$ cat src/rtl/attitude_pkg.sv
// Shared definitions for the attitude estimation pipeline: data width,
// tilt-filter FSM states, default gains and the 16-bit saturator.
package attitude_pkg;

  localparam int unsigned DATA_W = 16;

  localparam int unsigned                    DEF_DT_SHIFT    = 7;
  localparam int unsigned                    DEF_ALPHA_SHIFT = 5;
  localparam logic signed [DATA_W-1:0]       DEF_Z_MIN       = 16'sd1024;

  typedef enum logic [2:0] {
    IDLE,
    INT_R,
    BLEND_R,
    INT_P,
    BLEND_P
  } tilt_state_t;

  function automatic logic signed [DATA_W-1:0] sat16(input logic signed [DATA_W+1:0] v);
    if (v > 18'sd32767) begin
      return 16'sh7fff;
    end else if (v < -18'sd32768) begin
      return 16'sh8000;
    end else begin
      return v[DATA_W-1:0];
    end
  endfunction

endpackage

$ cat src/rtl/comp_axis_datapath.sv
// Combinational integrate/blend unit shared by the roll and pitch axes.
// i_blend=0: gyro integration of i_angle; i_blend=1: accel pull of i_angle (the prediction).
module comp_axis_datapath
  import attitude_pkg::*;
#(
  parameter int unsigned DT_SHIFT    = DEF_DT_SHIFT,
  parameter int unsigned ALPHA_SHIFT = DEF_ALPHA_SHIFT
) (
  input  logic signed [DATA_W-1:0] i_angle,
  input  logic signed [DATA_W-1:0] i_rate,
  input  logic signed [DATA_W-1:0] i_ref,
  input  logic                     i_acc_ok,
  input  logic                     i_blend,
  output logic signed [DATA_W-1:0] o_next
);

  logic signed [DATA_W+1:0] w_angle_ext;
  logic signed [DATA_W+1:0] w_rate_ext;
  logic signed [DATA_W+1:0] w_ref_ext;
  logic signed [DATA_W+1:0] w_sum;
  logic signed [DATA_W+1:0] w_err;
  logic signed [DATA_W+1:0] w_pull;

  assign w_angle_ext = $signed({{2{i_angle[DATA_W-1]}}, i_angle});
  assign w_rate_ext  = $signed({{2{i_rate[DATA_W-1]}},  i_rate});
  assign w_ref_ext   = $signed({{2{i_ref[DATA_W-1]}},   i_ref});

  // 18 bits hold every intermediate exactly, so only the final result is clamped
  assign w_sum  = w_angle_ext + (w_rate_ext >>> DT_SHIFT);
  assign w_err  = w_angle_ext - w_ref_ext;
  assign w_pull = w_angle_ext - (w_err >>> ALPHA_SHIFT);

  always_comb begin
    o_next = sat16(w_sum);
    if (i_blend) begin
      o_next = i_acc_ok ? sat16(w_pull) : i_angle;
    end
  end

endmodule

$ cat src/rtl/comp_filter_tilt.sv
// Complementary-filter tilt estimator: one shared integrate/blend datapath
// sequenced over roll then pitch for every accepted sample set.
module comp_filter_tilt
  import attitude_pkg::*;
#(
  parameter int unsigned              DT_SHIFT    = DEF_DT_SHIFT,
  parameter int unsigned              ALPHA_SHIFT = DEF_ALPHA_SHIFT,
  parameter logic signed [DATA_W-1:0] Z_MIN       = DEF_Z_MIN
) (
  input  logic                     clk,
  input  logic                     reset,
  input  logic                     sample_valid,
  input  logic signed [DATA_W-1:0] gyro_x,
  input  logic signed [DATA_W-1:0] gyro_y,
  input  logic signed [DATA_W-1:0] accl_x,
  input  logic signed [DATA_W-1:0] accl_y,
  input  logic signed [DATA_W-1:0] accl_z,
  output logic signed [DATA_W-1:0] roll,
  output logic signed [DATA_W-1:0] pitch,
  output logic                     angle_valid,
  output logic                     busy,
  output logic                     overrun
);

  tilt_state_t              r_state;
  logic signed [DATA_W-1:0] r_gx, r_gy, r_ax, r_ay;
  logic                     r_acc_ok;
  logic signed [DATA_W-1:0] r_pred;
  logic signed [DATA_W-1:0] r_roll, r_pitch;
  logic                     r_angle_valid, r_busy, r_overrun;

  logic signed [DATA_W-1:0] w_pitch_ref;
  logic signed [DATA_W-1:0] w_angle, w_rate, w_ref, w_next;
  logic                     w_blend;

  // Pitch reference is -accl_x; negating -32768 must clamp, not wrap
  assign w_pitch_ref = sat16(-$signed({{2{r_ax[DATA_W-1]}}, r_ax}));

  always_comb begin
    w_angle = r_pred;
    w_rate  = r_gx;
    w_ref   = r_ay;
    w_blend = 1'b0;
    case (r_state)
      INT_R: begin
        w_angle = r_roll;
        w_rate  = r_gx;
      end
      INT_P: begin
        w_angle = r_pitch;
        w_rate  = r_gy;
      end
      BLEND_R: begin
        w_blend = 1'b1;
        w_ref   = r_ay;
      end
      BLEND_P: begin
        w_blend = 1'b1;
        w_ref   = w_pitch_ref;
      end
      default: ;
    endcase
  end

  comp_axis_datapath #(
    .DT_SHIFT   (DT_SHIFT),
    .ALPHA_SHIFT(ALPHA_SHIFT)
  ) u_axis (
    .i_angle (w_angle),
    .i_rate  (w_rate),
    .i_ref   (w_ref),
    .i_acc_ok(r_acc_ok),
    .i_blend (w_blend),
    .o_next  (w_next)
  );

  always_ff @(posedge clk or posedge reset) begin
    if (reset) begin
      r_state       <= IDLE;
      r_gx          <= '0;
      r_gy          <= '0;
      r_ax          <= '0;
      r_ay          <= '0;
      r_acc_ok      <= 1'b0;
      r_pred        <= '0;
      r_roll        <= '0;
      r_pitch       <= '0;
      r_angle_valid <= 1'b0;
      r_busy        <= 1'b0;
      r_overrun     <= 1'b0;
    end else begin
      r_angle_valid <= 1'b0;
      r_overrun     <= sample_valid && (r_state != IDLE);
      case (r_state)
        IDLE: begin
          if (sample_valid) begin
            r_gx     <= gyro_x;
            r_gy     <= gyro_y;
            r_ax     <= accl_x;
            r_ay     <= accl_y;
            r_acc_ok <= (accl_z >= Z_MIN);
            r_busy   <= 1'b1;
            r_state  <= INT_R;
          end
        end
        INT_R: begin
          r_pred  <= w_next;
          r_state <= BLEND_R;
        end
        BLEND_R: begin
          r_roll  <= w_next;
          r_state <= INT_P;
        end
        INT_P: begin
          r_pred  <= w_next;
          r_state <= BLEND_P;
        end
        BLEND_P: begin
          r_pitch       <= w_next;
          r_angle_valid <= 1'b1;
          r_busy        <= 1'b0;
          r_state       <= IDLE;
        end
        default: begin
          r_busy  <= 1'b0;
          r_state <= IDLE;
        end
      endcase
    end
  end

  assign roll        = r_roll;
  assign pitch       = r_pitch;
  assign angle_valid = r_angle_valid;
  assign busy        = r_busy;
  assign overrun     = r_overrun;

endmodule
$ cat config.mk
export PLATFORM = sky130hd
export DESIGN_NAME = comp_filter_tilt
export DESIGN_NICKNAME = d
export VERILOG_FILES = /design/src/rtl/attitude_pkg.sv /design/src/rtl/comp_axis_datapath.sv /design/src/rtl/comp_filter_tilt.sv
export SDC_FILE = /design/constraint.sdc
export NUM_CORES = 1
export LEC_CHECK = 0
export CORE_MARGIN = 2
export CORE_UTILIZATION = 40
export CTS_CLUSTER_SIZE = 10
export DETAILED_ROUTE_END_ITERATION = 6
export DONT_BUFFER_PORTS = 1
export PLACE_DENSITY = 0.55
export REMOVE_ABC_BUFFERS = 1
export SKIP_CTS_REPAIR_TIMING = 1
export SLEW_MARGIN = 40
export SYNTH_ARGS = -nofsm -noshare
export SYNTH_HDL_FRONTEND = slang
export SYNTH_HIERARCHICAL = 1
export SYNTH_SLANG_ARGS = --single-unit
$ cat constraint.sdc
create_clock -name clk -period 5.4 [get_ports clk]
set_clock_uncertainty 0.15 [all_clocks]
set_input_delay 0.81 -clock clk [delete_from_list [all_inputs] [get_ports clk]]
set_output_delay 0.81 -clock clk [all_outputs]
set_load 0.1 [all_outputs]
After elaboration in Yosys (flattened, before gate mapping)
Cells that the tools add are included.
{"block": "op_classes", "add_sub_neg": 4, "magnitude_cmp": 7, "eq_ne": 5, "n_mux": 17, "bitwise": 1, "n_reduce_logical": 8}
{"operator": "two-way mux 16 bit", "count": 10}
{"operator": "greater-than comparator 18 x 16 -> 1 bit (second input constant)", "count": 3}
{"operator": "< comparator 18 x 16 -> 1 bit (second input constant)", "count": 3}
{"operator": "one-hot mux 16 bit (2 select lines)", "count": 1}
{"operator": "negation 16 -> 18 bit", "count": 1}
{"operator": "adder 16 x 9 -> 17 bit", "count": 1}
{"operator": "subtractor 16 x 12 -> 17 bit", "count": 1}
{"operator": "subtractor 16 x 16 -> 17 bit", "count": 1}
{"operator": ">= comparator 16 x 12 -> 1 bit (second input constant)", "count": 1}
{"operator": "one-hot mux 3 bit (4 select lines)", "count": 1}
{"operator": "== test 3 x 2 -> 1 bit (second input constant)", "count": 2}
{"operator": "AND reduction 2 bit", "count": 2}
{"operator": "OR reduction 2 bit", "count": 2}
{"operator": "== test 3 x 1 -> 1 bit (second input constant)", "count": 1}
{"operator": "== test 3 bit (second input constant)", "count": 1}
{"operator": "logical NOT 3 bit", "count": 1}
{"operator": "two-way mux 1 bit", "count": 3}
{"operator": "two-way mux 3 bit", "count": 1}
{"operator": "nonzero test 3 bit", "count": 1}
{"operator": "OR reduction 3 bit", "count": 1}
{"operator": "!= test 2 bit (second input constant)", "count": 1}
{"operator": "one-hot mux 1 bit (2 select lines)", "count": 1}
{"operator": "logical AND 1 bit", "count": 1}
{"operator": "NOT 1 bit", "count": 1}
{"block": "totals", "regBits": 119, "input_bits": 83, "output_inout_bits": 35, "word_cells": 54}

Logic depth before layout (Yosys ltp)
Gate-level depths: netlist (run 1).
{"block": "depth", "ltp_word": 12, "ltp_mapped": 30, "depth_no_buf": 29}

Cells and area by module
Netlist (run 1), hierarchy kept.
{"module": "comp_filter_tilt", "instances": 1, "cells_per_inst": 480, "area_per_inst_um2": 5506.5, "seq_area_each_um2": 2977.9}
{"module": "comp_axis_datapath", "instances": 1, "cells_per_inst": 373, "area_per_inst_um2": 2683.8, "seq_area_each_um2": 0.0}

Worst setup path after synthesis (run 1)
Ideal clock, no wire load.
{"block": "synth_timing", "kind": "reg-to-reg", "from": "register r_pitch[1] (netlist: pitch[1])", "to": "register r_roll[14] (netlist: roll[14])", "setup_time_ns": 0.126, "t_arrival_ns": 5.750, "t_required_ns": 5.124, "path_slack_ns": -0.625, "path_stages_with_launch": 24, "period_less_slack_ns": 6.025, "path_cell_list": "dfrtp_1 > mux2i_1 > o21ai_0 > ha_1 > a211oi_2 > o21a_1 > a2111o_1 > a21boi_0 > o21a_1 > o21a_1 > nor2_1 > xnor2_1 > ha_1 > or4_4 > nor2_2 > nor2_1 > o211ai_2 > o221ai_2 > a221oi_2 > buf_6 > nand2_4 > a221o_1 > a22o_1 > mux2_2"}
{"block": "synth_between", "elab_chain_cells": 8}
{"item": "from (decl)", "line_no": "comp_filter_tilt.sv:29", "rtl": "logic signed [DATA_W-1:0] r_roll, r_pitch;"}
{"item": "from (signal assigned)", "line_no": "comp_filter_tilt.sv:119", "rtl": "r_pitch <= w_next;"}
{"item": "one-hot mux 16 bit (2 select lines) *", "line_no": "comp_filter_tilt.sv:44", "rtl": "case (r_state)"}
{"item": "net w_angle[1]", "line_no": "comp_filter_tilt.sv:33", "rtl": "logic signed [DATA_W-1:0] w_angle, w_rate, w_ref, w_next;"}
{"item": "subtractor 16 x 16 -> 17 bit", "line_no": "comp_axis_datapath.sv:30", "rtl": "assign w_err = w_angle_ext - w_ref_ext;"}
{"item": "subtractor 16 x 12 -> 17 bit", "line_no": "comp_axis_datapath.sv:31", "rtl": "assign w_pull = w_angle_ext - (w_err >>> ALPHA_SHIFT);"}
{"item": "< comparator 18 x 16 -> 1 bit", "line_no": "attitude_pkg.sv:22", "rtl": "end else if (v < -18'sd32768) begin"}
{"item": "two-way mux 16 bit", "line_no": "attitude_pkg.sv:22"}
{"item": "two-way mux 16 bit", "line_no": "attitude_pkg.sv:20", "rtl": "if (v > 18'sd32767) begin"}
{"item": "two-way mux 16 bit", "line_no": "comp_axis_datapath.sv:36", "rtl": "o_next = i_acc_ok ? sat16(w_pull) : i_angle;"}
{"item": "two-way mux 16 bit *", "line_no": "comp_axis_datapath.sv:35", "rtl": "if (i_blend) begin"}
{"item": "net w_next[14]", "line_no": "comp_filter_tilt.sv:33"}
{"item": "to (signal assigned)", "line_no": "comp_filter_tilt.sv:111", "rtl": "r_roll <= w_next;"}
{"item": "to (decl)", "line_no": "comp_filter_tilt.sv:29"}
Mark *: on every way through the listed nets, which the timed path passes. The rest lies on a longest branch.
A chain may end at the register's enable or synchronous reset.

Worst setup path in the final report (run 1)
{"block": "layout_timing", "from": "register r_ax[3]", "to": "register r_roll[10] (netlist: roll[10])"}
{"block": "layout_between", "elab_chain_cells": 12}
{"item": "from (decl)", "line_no": "comp_filter_tilt.sv:26", "rtl": "logic signed [DATA_W-1:0] r_gx, r_gy, r_ax, r_ay;"}
{"item": "from (signal assigned)", "line_no": "comp_filter_tilt.sv:99", "rtl": "r_ax <= accl_x;"}
{"item": "negation 16 -> 18 bit *", "line_no": "comp_filter_tilt.sv:37", "rtl": "assign w_pitch_ref = sat16(-$signed({{2{r_ax[DATA_W-1]}}, r_ax}));"}
{"item": "< comparator 18 x 16 -> 1 bit", "line_no": "attitude_pkg.sv:22"}
{"item": "two-way mux 16 bit", "line_no": "attitude_pkg.sv:22"}
{"item": "two-way mux 16 bit *", "line_no": "attitude_pkg.sv:20"}
{"item": "two-way mux 16 bit *", "line_no": "comp_filter_tilt.sv:44"}
{"item": "net w_ref[5]", "line_no": "comp_filter_tilt.sv:33"}
{"item": "subtractor 16 x 16 -> 17 bit *", "line_no": "comp_axis_datapath.sv:30"}
{"item": "subtractor 16 x 12 -> 17 bit *", "line_no": "comp_axis_datapath.sv:31"}
{"item": "< comparator 18 x 16 -> 1 bit", "line_no": "attitude_pkg.sv:22"}
{"item": "two-way mux 16 bit", "line_no": "attitude_pkg.sv:22"}
{"item": "two-way mux 16 bit *", "line_no": "attitude_pkg.sv:20"}
{"item": "two-way mux 16 bit *", "line_no": "comp_axis_datapath.sv:36"}
{"item": "two-way mux 16 bit *", "line_no": "comp_axis_datapath.sv:35"}
{"item": "net w_next[10]", "line_no": "comp_filter_tilt.sv:33"}
Marks and branches as above.

==> results.sh, run 1 <==
export IMPL_postRouteAntennaNets=0
export IMPL_grtUsageTotal_pct=22.7
export IMPL_post_drt_wl_per_cell_um=18.5
export IMPL_clock_fmax_ghz=0.164
export IMPL_avgSynthCellArea_um2=9.30
export IMPL_regToRegEndpoint="roll[10]"
export IMPL_maxCapViolCount=0
export IMPL_cpLargestDelayFamily="compound AO/OA/AOI/OAI gates"
export IMPL_netlist_instances=818
export IMPL_grt_max_degree=58
export IMPL_dr_wl_met2_mm=11.1
export IMPL_drtIter0Drc=282
export IMPL_critPathBufInv=3
export IMPL_gp_congestion=0.977
export IMPL_r2r_setup_slack_ps=-720
export IMPL_area_growth_pct=29.8
export IMPL_n_antenna_cell=0
export IMPL_worstPathRequired_ps=5490
export IMPL_dr_wl_met3_um=742
export IMPL_drt_met1_wl_mm=10.2
export IMPL_cp_arrival_ps=6210
export IMPL_drive_gt1_share_pct=37.0
export IMPL_drv_slew=0
export IMPL_firstDrtPassIters=4
export IMPL_portBuffers=0
export IMPL_top_layer_used="met4"
export IMPL_cpMostUsedCell="o21a_1"
export IMPL_start_kind="flip-flop"
export IMPL_grt_first_pass_wirelength_mm=35.7
export IMPL_initial_core_util_pct=40.6
export IMPL_setup_violations=48
export IMPL_crit_path_max_fanout=5
export IMPL_relSlewSlack_pct=41.4
export IMPL_slowest_stage="or4_4"
export IMPL_root_buffer="clkbuf_16"
export IMPL_worst_pin_slew_ps=879
export IMPL_num_io_pins=118
export IMPL_via_per_inst=5.54
export IMPL_slowest_delay_ps=550
export IMPL_cts_htree_levels=3
export IMPL_rsz0062_at_grt="true"
export IMPL_cts_made_buffers=9
export IMPL_path_depth=27
export IMPL_yosysWarnings=6
export IMPL_ff2ff_path_depth=27
export IMPL_r2r_start="r_ax[3]"
export IMPL_fillCellCount=1774
export IMPL_coreArea_mm2=0.0187
export IMPL_grt_pass1_vias=6882
export IMPL_hp_class="in2async"
export IMPL_clock_sinks=105
export IMPL_nets=1123
export IMPL_cts_buffer_depth=2
export IMPL_critical_path_class="reg2reg"
export IMPL_hold_ws_ps=239
export IMPL_clk_latency_ps=360
export IMPL_hold_viol_final=0
export IMPL_fin_crit_ps=6120
export IMPL_status="finished, violations left"
export IMPL_routed_wl_mm=22.8
export IMPL_dieArea_mm2=0.0201
export IMPL_drcViolationCount=0
export IMPL_synth_cell_area_mm2=0.00760
export IMPL_overflow=0
export IMPL_route_vias_total=6827
export IMPL_violations="setup timing"
export IMPL_cts_tree="yes"
export IMPL_cp_end_kind="flip-flop"
export IMPL_timing_final_crit_share_pct=113
export IMPL_die_width_um=142
export IMPL_clkSlewWorstSetupHoldPaths_ps=80
export IMPL_layout_setup_ws_ps=-715
export IMPL_rows=50
export IMPL_hpwl_mm=17.8
export IMPL_antenna_found_initial=0
export IMPL_die_h_um=142
worst max-delay path by stage:
| stage | from | to | slack, ps |
|---|---|---|---|
| after detailed placement | r_ax[0] | roll[13] | -900 |
| final | r_ax[3] | roll[10] | -720 |
| after global routing | r_ax[3] | roll[10] | -1010 |
| after global placement | r_ax[0] | roll[13] | -870 |
| after CTS | r_ax[0] | roll[13] | -910 |
| after floorplan | r_state[1] | roll[11] | -1840 |
sequential cells by signal (all words and copies together), names as in the netlist, 3 cells and up:
signal / count
r_gy: 9
roll: 16
r_gx: 9
pitch: 16
r_pred: 16
r_ax: 16
r_ay: 16
r_state: 3
metrics by stage:
stage	util (%)	setup WS (ps)	cells	TNS, ps	instance area [um2]
finish	52.8	-715	1233	-25500	9870
detailed placement	48.5	-899	1200	-33300	9070
global route	52.8	-1010	1233	-39740	9870
global placement	48.5	-873	1200	-31410	9070
floorplan	-	-1840	785	-75040	7400
CTS	50.1	-907	1216	-34010	9370
final cells by class:
class / instances / area [um2] / area share (%)
multi-input cells: 650 / 5010 / 50.8
well taps: 234 / 293 / 2.97
clock inverters: 7 / 71.3 / 0.723
clock buffers: 9 / 225 / 2.28
flip-flops and latches: 105 / 2630 / 26.6
inverters: 30 / 115 / 1.17
repair buffers: 198 / 1530 / 15.5
placed cells by master, fill, tap and decap left out, types with 5 or more instances in the layout:
cell and instances:
o21ai_1 13, nand2_1 131, buf_4 190, mux2i_1 18, a22oi_1 7, ha_1 39, inv_1 28, nand2_2 6
clkbuf_16 9, nor2b_1 10, mux2_4 6, o21a_1 13, and3_1 5, or2_2 5, nor4_1 5, a21o_1 22
dfrtp_1 104, a31oi_1 8, nand4_1 5, nand3_1 8, nor3_1 12, xnor2_1 23, nor3_2 5, a211oi_1 5
mux2_2 69, or3_1 5, nor2_1 30, o2111ai_2 6, o21ai_0 42, a21oi_1 30, nand2b_1 7, buf_6 7
xor2_1 14
routing by layer:
layer	global-route usage, %	vias to the layer above
met5	0	-
met4	7.32	0
met3	3.98	39
met2	39.6	139
met1	28.5	3345
li1	-	3304
Power of run 1 is left out: the tool's default activity adds up to more than one toggle a clock period on the data nets, which glitch-free logic cannot reach.
==> inputs of run 2 (changes only) <==
- CTS_BUF_LIST: not set -> sky130_fd_sc_hd__clkbuf_16
- SLEW_MARGIN: 40 -> 20
==> results.sh, run 2 (synthesis results as in run 1) <==
export IMPL_dieArea_mm2=0.0201
export IMPL_initial_core_util_pct=40.6
export IMPL_route_vias_total=6738
export IMPL_setup_tns_ps=-24630
export IMPL_hp_class="in2async"
export IMPL_clkSlewWorstSetupHoldPaths_ps=80
export IMPL_root_buffer="clkbuf_16"
export IMPL_cts_made_buffers=9
export IMPL_die_h_um=142
export IMPL_cts_buffer_depth=2
export IMPL_cp_end_kind="flip-flop"
export IMPL_portBuffers=0
export IMPL_num_io_pins=118
export IMPL_worst_pin_slew_ps=890
export IMPL_final_cell_mix="buf_4 (189), nand2_1 (132), dfrtp_1 (105)"
export IMPL_hold_ws_ps=237
export IMPL_place_area_mm2=0.00907
export IMPL_timing_final_crit_share_pct=113
export IMPL_rows=50
export IMPL_fin_util_pct=52.0
export IMPL_slowest_delay_ps=550
export IMPL_start_kind="flip-flop"
export IMPL_drtIter0Drc=270
export IMPL_antenna_found_initial=0
export IMPL_routed_wl_mm=22.6
export IMPL_grt_pass1_vias=6882
export IMPL_slowest_stage="or4_4"
export IMPL_cp_arrival_ps=6180
export IMPL_worstPathRequired_ps=5490
export IMPL_drv_slew=0
export IMPL_critPathBufInv=4
export IMPL_n_antenna_cell=0
export IMPL_gp_congestion=0.977
export IMPL_area_growth_pct=27.9
export IMPL_nets=1118
export IMPL_firstDrtPassIters=4
export IMPL_violations="setup timing"
export IMPL_setup_violations=48
export IMPL_clock_sinks=105
export IMPL_crit_path_max_fanout=5
export IMPL_status="finished, violations left"
export IMPL_die_width_um=142
export IMPL_critical_path_class="reg2reg"
export IMPL_postRouteAntennaNets=0
export IMPL_hpwl_mm=17.8
export IMPL_cts_htree_levels=3
export IMPL_fin_area_mm2=0.00972
export IMPL_via_per_inst=5.49
export IMPL_drcViolationCount=0
export IMPL_layout_setup_ws_ps=-689
export IMPL_cpMostUsedCell="o21a_1"
export IMPL_post_drt_wl_per_cell_um=18.4
export IMPL_clk_latency_ps=360
export IMPL_fin_crit_ps=6090
export IMPL_relSlewSlack_pct=40.7
export IMPL_rsz0062_at_grt="true"
export IMPL_maxCapViolCount=0
export IMPL_hold_viol_final=0
export IMPL_coreArea_mm2=0.0187
export IMPL_cpLargestDelayFamily="compound AO/OA/AOI/OAI gates"
export IMPL_overflow=0
export IMPL_cts_tree="yes"
export IMPL_grt_first_pass_wirelength_mm=35.7
export IMPL_mostFrequentLayoutCell="buf_4"
export IMPL_grt_max_degree=58
export IMPL_drive_gt1_share_pct=35.7
export IMPL_grtUsageTotal_pct=22.7
export IMPL_clock_fmax_ghz=0.164
run 2: worst paths after layout:
check / start / slack [ps] / cells past startpoint / to
worst max-delay path: r_ax[0] / -690 / 27 / roll[14]
worst min-delay path: reset / 240 / 1 / r_ax[0]
worst max register to register: r_ax[0] / -690 / 27 / roll[14]
worst min register to register: r_pred[5] / 310 / 2 / r_pred[5]
max in group asynchronous: reset / 3690 / 2 / roll[11]
min in group clk: r_pred[5] / 310 / 2 / r_pred[5]
run 2: routing by layer:
layer,GRT usage [%],routed length [um],vias up,share of wire [%]
li1,-,-,3294,-
met1,28.5,10000,3280,44
met2,39.6,11200,130,49
met3,3.98,838,34,3.7
met4,7.32,612,0,2.7
met5,0,0,-,0
run 2: final cells by class:
type	count	area, um2
clock inverters	7	71.3
multi-input cells	650	4920
clock buffers	9	225
well taps	234	293
flip-flops and latches	105	2630
repair buffers	193	1470
fillers	1794	8980
inverters	30	115
run 2: per-stage QoR:
stage               std cells  worst slack, ps
finish                   1228             -689
detailed placement       1200             -899
floorplan                 785            -1840
global placement         1200             -873
global route             1228             -965
CTS                      1216             -907
run 2: worst reg2reg max path, delay by kind of cell, from the launching register on:
kind,cells,cell delay (ps)
muxes,1,270
DFF,1,380
buffers and inverters,4,530
AOI/OAI and AO/OA,13,2340
adders and majority gates,2,400
and+or+nand+nor,7,1860
Power of run 2 is left out for the same reason.
==> inputs of run 3 (changes only) <==
- MAX_ROUTING_LAYER: not set -> met4
- clock period: 5.4 -> 5.19 ns (I/O delays scaled with it)
==> results.sh, run 3 (synthesis results as in run 1) <==
export IMPL_mostFrequentLayoutCell="buf_4"
export IMPL_fillCellCount=1741
export IMPL_worst_pin_slew_ps=891
export IMPL_timing_final_crit_share_pct=118
export IMPL_postRouteAntennaNets=0
export IMPL_root_buffer="clkbuf_16"
export IMPL_route_vias_total=6900
export IMPL_worstPathRequired_ps=5290
export IMPL_layout_setup_ws_ps=-935
export IMPL_area_growth_pct=30.6
export IMPL_rows=50
export IMPL_crit_path_max_fanout=5
export IMPL_violations="setup timing"
export IMPL_grtUsageTotal_pct=24.5
export IMPL_final_cell_mix="buf_4 (198), nand2_1 (132), dfrtp_1 (105)"
export IMPL_firstDrtPassIters=4
export IMPL_cts_tree="yes"
export IMPL_slowest_stage="or4_4"
export IMPL_grt_first_pass_wirelength_mm=37.1
export IMPL_drtIter0Drc=287
export IMPL_clk_latency_ps=360
export IMPL_setup_tns_ps=-35590
export IMPL_fin_util_pct=53.1
export IMPL_cp_arrival_ps=6230
export IMPL_nets=1128
export IMPL_cts_htree_levels=3
export IMPL_die_width_um=142
export IMPL_coreArea_mm2=0.0187
export IMPL_antenna_found_initial=0
export IMPL_place_area_mm2=0.00915
export IMPL_clkSlewWorstSetupHoldPaths_ps=80
export IMPL_hold_viol_final=0
export IMPL_critical_path_class="reg2reg"
export IMPL_initial_core_util_pct=40.6
export IMPL_grt_pass1_vias=7170
export IMPL_cts_buffer_depth=2
export IMPL_overflow=0
export IMPL_maxCapViolCount=0
export IMPL_clock_fmax_ghz=0.163
export IMPL_setup_violations=48
export IMPL_drcViolationCount=0
export IMPL_critPathBufInv=4
export IMPL_drive_gt1_share_pct=37.5
export IMPL_num_io_pins=118
export IMPL_die_h_um=142
export IMPL_fin_area_mm2=0.00993
export IMPL_routed_wl_mm=24.1
export IMPL_slowest_delay_ps=590
export IMPL_drv_slew=0
export IMPL_rsz0062_at_grt="true"
export IMPL_start_kind="flip-flop"
export IMPL_relSlewSlack_pct=40.6
export IMPL_n_antenna_cell=0
export IMPL_grt_max_degree=58
export IMPL_gp_congestion=0.976
export IMPL_clock_sinks=105
export IMPL_portBuffers=0
export IMPL_cts_made_buffers=9
export IMPL_fin_crit_ps=6120
export IMPL_cpLargestDelayFamily="compound AO/OA/AOI/OAI gates"
export IMPL_post_drt_wl_per_cell_um=19.4
export IMPL_via_per_inst=5.57
export IMPL_cp_end_kind="flip-flop"
export IMPL_status="finished, violations left"
export IMPL_hp_class="in2async"
export IMPL_hpwl_mm=18.9
export IMPL_dieArea_mm2=0.0201
==> run 3: area by class of cell <==
class	instances	area, um2	share of cell area, %
clock buffers	9	225	2.27
well taps	234	293	2.95
clock inverters	7	75.1	0.756
multi-input cells	650	5040	50.7
flip-flops and latches	105	2630	26.5
repair buffers	203	1550	15.7
inverters	30	115	1.16
==> run 3: routing by layer <==
| layer | up-vias | global-route usage [%] | wire length (um) |
|---|---|---|---|
| met5 | - | - | 0 |
| li1 | 3317 | - | - |
| met1 | 3395 | 28.8 | 10400 |
| met3 | 37 | 3.71 | 774 |
| met2 | 151 | 42.0 | 12100 |
| met4 | 0 | 10.1 | 860 |
==> run 3: path summary, 6_finish.rpt <==
path                           start        end  slack [ps]  cells past startpoint
max reg2reg                  r_ax[3]   roll[14]        -930                     26
min in group clk           r_pred[5]  r_pred[5]         310                      2
max                          r_ax[3]   roll[14]        -930                     26
min                            reset    r_ax[3]         260                      1
min reg2reg                r_pred[5]  r_pred[5]         310                      2
max in group asynchronous      reset    overrun        3510                      2
==> run 3: metrics by stage <==
stage	std cells	worst slack, ps	hold slack, ps
after global placement	1211	-928	288
after detailed placement	1211	-1120	296
after CTS	1227	-1140	277
after global routing	1238	-1160	320
final	1238	-935	258
after floorplan	785	-2050	277
Power of run 3 is left out for the same reason.
